[src/rtl/id_ex_operand_stage.sv]
// rtl/id_ex_operand_stage.sv - ID/EX pipeline register with forwarding muxes and load-use hazard detection
module id_ex_operand_stage #(
    parameter int WIDTH = 32,
    parameter int RA    = 5
) (
    input  logic             clk,
    input  logic             reset,
    input  logic             stall,
    input  logic             flush,
    input  logic             id_valid,
    input  logic [WIDTH-1:0] id_rd1,
    input  logic [WIDTH-1:0] id_rd2,
    input  logic [WIDTH-1:0] id_imm,
    input  logic [RA-1:0]    id_rs,
    input  logic [RA-1:0]    id_rt,
    input  logic [RA-1:0]    id_rd,
    input  logic [2:0]       id_alu_control,
    input  logic             id_alu_src,
    input  logic             id_reg_dst,
    input  logic             id_reg_write,
    input  logic             id_mem_to_reg,
    input  logic             id_mem_write,
    input  logic             exmem_reg_write,
    input  logic [RA-1:0]    exmem_write_reg,
    input  logic [WIDTH-1:0] exmem_alu_result,
    input  logic             memwb_reg_write,
    input  logic [RA-1:0]    memwb_write_reg,
    input  logic [WIDTH-1:0] memwb_result,
    output logic [WIDTH-1:0] src_a,
    output logic [WIDTH-1:0] src_b,
    output logic [2:0]       ALU_control,
    output logic [WIDTH-1:0] ex_store_data,
    output logic [RA-1:0]    ex_write_reg,
    output logic             ex_valid,
    output logic             ex_reg_write,
    output logic             ex_mem_to_reg,
    output logic             ex_mem_write,
    output logic             hazard_stall
);

    logic             valid_q, reg_write_q, mem_to_reg_q, mem_write_q, alu_src_q;
    logic [RA-1:0]    rs_q, rt_q, write_reg_q;
    logic [WIDTH-1:0] rd1_q, rd2_q, imm_q;
    logic [2:0]       alu_control_q;

    logic             load_bubble;
    logic [WIDTH-1:0] rd1_d, rd2_d;
    logic [WIDTH-1:0] fwd_rs, fwd_rt;

    // Writeback happening on the capture edge would otherwise be missed by the stale regfile read.
    always_comb begin
        rd1_d = id_rd1;
        rd2_d = id_rd2;
        if (memwb_reg_write && (memwb_write_reg != '0) && (memwb_write_reg == id_rs))
            rd1_d = memwb_result;
        if (memwb_reg_write && (memwb_write_reg != '0) && (memwb_write_reg == id_rt))
            rd2_d = memwb_result;
    end

    assign hazard_stall = valid_q & mem_to_reg_q & (write_reg_q != '0) & id_valid
                        & ((write_reg_q == id_rs) | (write_reg_q == id_rt));
    assign load_bubble  = flush | hazard_stall | ~id_valid;

    always_ff @(posedge clk or posedge reset) begin
        if (reset) begin
            valid_q       <= 1'b0;
            rs_q          <= '0;
            rt_q          <= '0;
            write_reg_q   <= '0;
            rd1_q         <= '0;
            rd2_q         <= '0;
            imm_q         <= '0;
            alu_control_q <= 3'b000;
            alu_src_q     <= 1'b0;
            reg_write_q   <= 1'b0;
            mem_to_reg_q  <= 1'b0;
            mem_write_q   <= 1'b0;
        end else if (!stall) begin
            if (load_bubble) begin
                valid_q       <= 1'b0;
                rs_q          <= '0;
                rt_q          <= '0;
                write_reg_q   <= '0;
                rd1_q         <= '0;
                rd2_q         <= '0;
                imm_q         <= '0;
                alu_control_q <= 3'b000;
                alu_src_q     <= 1'b0;
                reg_write_q   <= 1'b0;
                mem_to_reg_q  <= 1'b0;
                mem_write_q   <= 1'b0;
            end else begin
                valid_q       <= 1'b1;
                rs_q          <= id_rs;
                rt_q          <= id_rt;
                write_reg_q   <= id_reg_dst ? id_rd : id_rt;
                rd1_q         <= rd1_d;
                rd2_q         <= rd2_d;
                imm_q         <= id_imm;
                alu_control_q <= id_alu_control;
                alu_src_q     <= id_alu_src;
                reg_write_q   <= id_reg_write;
                mem_to_reg_q  <= id_mem_to_reg;
                mem_write_q   <= id_mem_write;
            end
        end
    end

    // EX/MEM is the younger producer, so it wins over MEM/WB; $0 is never forwarded.
    always_comb begin
        fwd_rs = rd1_q;
        if (exmem_reg_write && (exmem_write_reg != '0) && (exmem_write_reg == rs_q))
            fwd_rs = exmem_alu_result;
        else if (memwb_reg_write && (memwb_write_reg != '0) && (memwb_write_reg == rs_q))
            fwd_rs = memwb_result;

        fwd_rt = rd2_q;
        if (exmem_reg_write && (exmem_write_reg != '0) && (exmem_write_reg == rt_q))
            fwd_rt = exmem_alu_result;
        else if (memwb_reg_write && (memwb_write_reg != '0) && (memwb_write_reg == rt_q))
            fwd_rt = memwb_result;
    end

    assign src_a         = fwd_rs;
    assign src_b         = alu_src_q ? imm_q : fwd_rt;
    assign ex_store_data = fwd_rt;
    assign ALU_control   = alu_control_q;
    assign ex_write_reg  = write_reg_q;
    assign ex_valid      = valid_q;
    assign ex_reg_write  = reg_write_q;
    assign ex_mem_to_reg = mem_to_reg_q;
    assign ex_mem_write  = mem_write_q;

endmodule

[config.mk]
export PLATFORM = sky130hd
export DESIGN_NAME = id_ex_operand_stage
export DESIGN_NICKNAME = d
export VERILOG_FILES = /design/src/rtl/id_ex_operand_stage.sv
export SDC_FILE = /design/constraint.sdc
export NUM_CORES = 1
export LEC_CHECK = 0
export BUFFER_PORTS_ARGS = -buffer_cell sky130_fd_sc_hd__buf_2
export CORE_UTILIZATION = 55
export CTS_BUF_LIST = sky130_fd_sc_hd__clkbuf_4 sky130_fd_sc_hd__clkbuf_8
export DETAILED_ROUTE_END_ITERATION = 16
export PLACE_DENSITY = 0.89
export SETUP_SLACK_MARGIN = 0.1
export SLEW_MARGIN = 15
export SYNTH_ARGS = -nofsm -noshare
export SYNTH_HDL_FRONTEND = slang
export SYNTH_SLANG_ARGS = --single-unit
[constraint.sdc]
create_clock -name clk -period 5.8 [get_ports clk]
set_input_delay 0.87 -clock clk [delete_from_list [all_inputs] [get_ports clk]]
set_output_delay 0.87 -clock clk [all_outputs]
set_load 0.02 [all_outputs]
**Yosys cells after proc, flatten, opt, wreduce, memory -nomap -nowiden**

Cells that the tools add are included.

- Bits of input ports: 200
- Word-level logic and storage cells: 59
- Output and inout port bits: 109
- Flip-flop bits (word level): 119

- Equality and inequality tests: 8
- Reductions and logical operators: 11
- Multiplexer cells: 20
- Bitwise operators: 8

Operators with widths:

| kind | count |
|---|---|
| 32-bit two-way mux | 10 |
| 5-bit equality test | 8 |
| 5-bit two-way mux | 4 |
| 5-bit nonzero test | 3 |
| 1-bit logical AND | 8 |
| 1-bit two-way mux | 5 |
| 1-bit bitwise AND | 4 |
| 3-bit two-way mux | 1 |
| 1-bit bitwise OR | 3 |
| 1-bit NOT | 1 |

**Longest topological paths before layout**

- Word-level depth: 7
- Mapped depth: 8

**Worst setup path before layout**

Ideal clock, no wire load.

- Path type: input port to output port
- Start point: input memwb_write_reg[1]
- End point: output src_b[0]
- Cell stages on the path: 7
- Arrival: 2.796 ns
- Required time: 4.930 ns
- Setup slack: 2.134 ns
- Cell sequence: buf_4 -> or4_4 -> o21ai_4 -> or3b_1 -> buf_6 -> a221oi_1 -> o31ai_1

- Word-level cells in the longest chain between the ends: 6

Ends and longest elaborated chain:

| item | RTL line | text |
|---|---|---|
| from (decl) | 27 | `input logic [RA-1:0] memwb_write_reg,` |
| 5-bit nonzero test | 120 | `else if (memwb_reg_write && (memwb_write_reg != '0) && (memwb_write_reg == rt_q))` |
| 1-bit logical AND | 120 |  |
| 1-bit logical AND * | 120 |  |
| 32-bit two-way mux * | 120 |  |
| 32-bit two-way mux * | 118 | `if (exmem_reg_write && (exmem_write_reg != '0) && (exmem_write_reg == rt_q))` |
| 32-bit two-way mux * | 125 | `assign src_b = alu_src_q ? imm_q : fwd_rt;` |
| to (decl) | 30 | `output logic [WIDTH-1:0] src_b,` |

Mark *: on every way between the ends. The rest lies on a longest branch, timed or not.

**Worst setup path in the final report**

- Start point: input memwb_write_reg[1]
- End point: output src_b[31]

The elaborated chain is that of the path after synthesis.

==> results.ini <==
[layout]
nets = 1279
antenna_cells = 0
final_common_cell = buf_2
final_cell_mix = 307 x buf_2, 136 x nand2_1, 118 x dfrtp_1
reg.largest.list = imm_q x32, rd1_q x32, rd2_q x32
drive_above_1_share_pct = 39.27
area_delta_synth_final_pct = 25.02
nFillCells = 1038
regArea_sq_um = 2979
multi_input_area_sq_um = 4383

[synth]
synth_enable_flop_cells = 0
syn_nets = 1006
synth_cell_types = 36
syn_avg_cell_area_sq_um = 9.518
async_reset_ff_share_pct = 100.0
synth_cells = 806
yosys_most_used_dff = dfrtp_1
syn-cell-area_sq_um = 7671
ys_seq_elements = 119
yosysWarnings = 0
seq_area_frac_synth_pct = 38.82

[clocking]
clock_path_buffers = 2
cts_root_buf = clkbuf_8
cts_setup_buffers = 0
numCtsBuffers = 17
clkTransAtPathRegs_ps = 60
cts.sinks = 119
clk-insertion-delay-late_ps = 440
h-tree-depth = 4
cts_hold_buffers = 0
cts.repair.resized = 0
cts_tree = done

[floorplanning]
ios = 309
die_w_um = 120.1
start_util_pct = 57.25
die_h_um = 120.1
rows = 42
core_area_sq_um = 13400
die_area_sq_um = 14420

[timing]
min_period_ps = 4581
fmax_mhz = 218.3
maxSlewHeadroom_pct = 26.93
setup-violations-final = 0
tightest_slew_ps = 1096
tns_ps = 0
hold_viol = 0
clock_skew_ps = 7.513
slew_violations = 0
rsz0062_at_grt = false
period_share_pct = 78.99

[drt]
drc = 0
drtPass1Iterations = 5
finalWirelength_mm = 24.45
wl_per_cell_um = 19.31
ant_nets = 0
vias = 7471
avgViaCountPerCell = 5.901
drt_iter0_markers = 516

[grt]
grt_usage_pct = 34.74
met3_usage_pct = 6.939
antenna_found_initial = 0
grt_pass1_wl_mm = 38.47
grt_max_degree = 70
grt.busiest_layer = met2
grt_pass1_vias = 7567
use_met1_pct = 41.85
grt_overflow_total = 0
grt.met2_usage_pct = 59.52

[worst_setup_path]
cp_slowest_stage_delay_ps = 760
cp_common_cell = buf_2
rrSetupSlack_ps = 3140
worst-endpoint-required_ps = 4930
start_kind = input port
critPathTopFamily = simple AND/OR/NAND/NOR gates
crit_chain = buf_2 -> or4_4 -> o21ai_4 -> or3b_2 -> buf_4 -> a221oi_1 -> o31ai_1 -> buf_2
cp.arrival_ps = 3710
slowest_stage = or3b_2
path_buf_inv = 3
cp-end-kind = output pin
worst-setup-path-type = in -> out
crit_fanout = 22

[worst_hold_path]
min_path_type = reg -> reg

[placement]
port_buffers = 308
dp_hpwl_mm = 17.03
gp_congestion = 0.8709

[power_and_ir_drop]
total_power_w = 0.002092
worst_ir_drop_vdd_uv = 141.9
power_density_nw_per_um2 = 218.1
leakagePower_nw = 4.491

[flow_run]
max_cap_violations = 0

[run_status]
status = finished, final reports clean

-- per-stage QoR --
| stage | utilization [%] | worst slack [ps] | hold WS [ps] | std cells | instance area (sq um) |
|---|---|---|---|---|---|
| 2_1_floorplan | - | 1773 | 452.3 | 806 | 7671 |
| 3_3_place_gp | 69.05 | 1362 | 465.1 | 1236 | 9253 |
| 3_5_place_dp | 69.05 | 1257 | 472.7 | 1236 | 9253 |
| 4_1_cts | 71.57 | 1237 | 488.1 | 1266 | 9590 |
| 5_1_grt | 71.57 | 1135 | 513.3 | 1266 | 9590 |
| 6_report | 71.57 | 1219 | 487.6 | 1266 | 9590 |
-- cell type report --
| class | count | area share [%] |
|---|---|---|
| clock buffers | 25 | 3.262 |
| repair buffers | 324 | 17.35 |
| flip-flops and latches | 119 | 31.06 |
| multi-input cells | 616 | 45.70 |
| well taps | 176 | 2.296 |
| clock inverters | 5 | 0.2609 |
| inverters | 1 | 0.06523 |
-- cell families after synthesis --
kind of cell / after synthesis / share of synthesized area (%)
compound gates: 220 / 24.03
xor+xnor: 40 / 4.567
buf+inv: 71 / 4.583
flops: 119 / 38.82
mux: 101 / 13.18
simple gates: 255 / 14.83
-- synthesized netlist by cell type, drive strengths merged (4+ instances only) --
cell type  instances  share of area [%]
nand2            136                6.7
dfrtp            119                 39
o21ai            104                6.9
mux2i            101                 13
nor2              68                3.3
a22o              49                5.6
clkbuf            46                2.3
a221oi            32                6.1
and2              32                2.6
o31ai             32                5.1
buf               24                2.3
xnor2             22                2.5
xor2              18                2.1
nand3              5               0.33
nor4               4               0.99
-- worst register-to-register path, cell delays in order (launching register included) --
cell       delay (ps)
dfrtp_1           460
or4_1             560
o2111ai_1         380
o21a_2            920
a22o_1            280
-- worst paths after layout --
check / from / end / cells after the start
max reg2reg: ex_write_reg[3]$_DFFE_PP0N_ / imm_q[16]$_DFFE_PP0N_ / 4
min: rd1_q[28]$_DFFE_PP0N_ / rd1_q[28]$_DFFE_PP0N_ / 2
max: memwb_write_reg[1] / src_b[31] / 8
max in group asynchronous: reset / alu_src_q$_DFFE_PP0N_ / 3
min in group asynchronous: reset / ALU_control[1]$_DFFE_PP0N_ / 2
min reg2reg: rd1_q[28]$_DFFE_PP0N_ / rd1_q[28]$_DFFE_PP0N_ / 2
-- power breakdown --
group | leakage (nW) | switching [W] | internal (W)
Sequential | 1.60 | 0.0000395 | 0.000877
Combinational | 2.70 | 0.000304 | 0.000209
Clock | 0.186 | 0.000317 | 0.000344
-- routing by layer --
layer  routed length, um  vias to the layer above
met5                   0                        -
met4                 787                        0
met3                1677                       67
met2               12350                      404
met1                9640                     3585
li1                    -                     3415
Power figures use the tool's default switching activity.
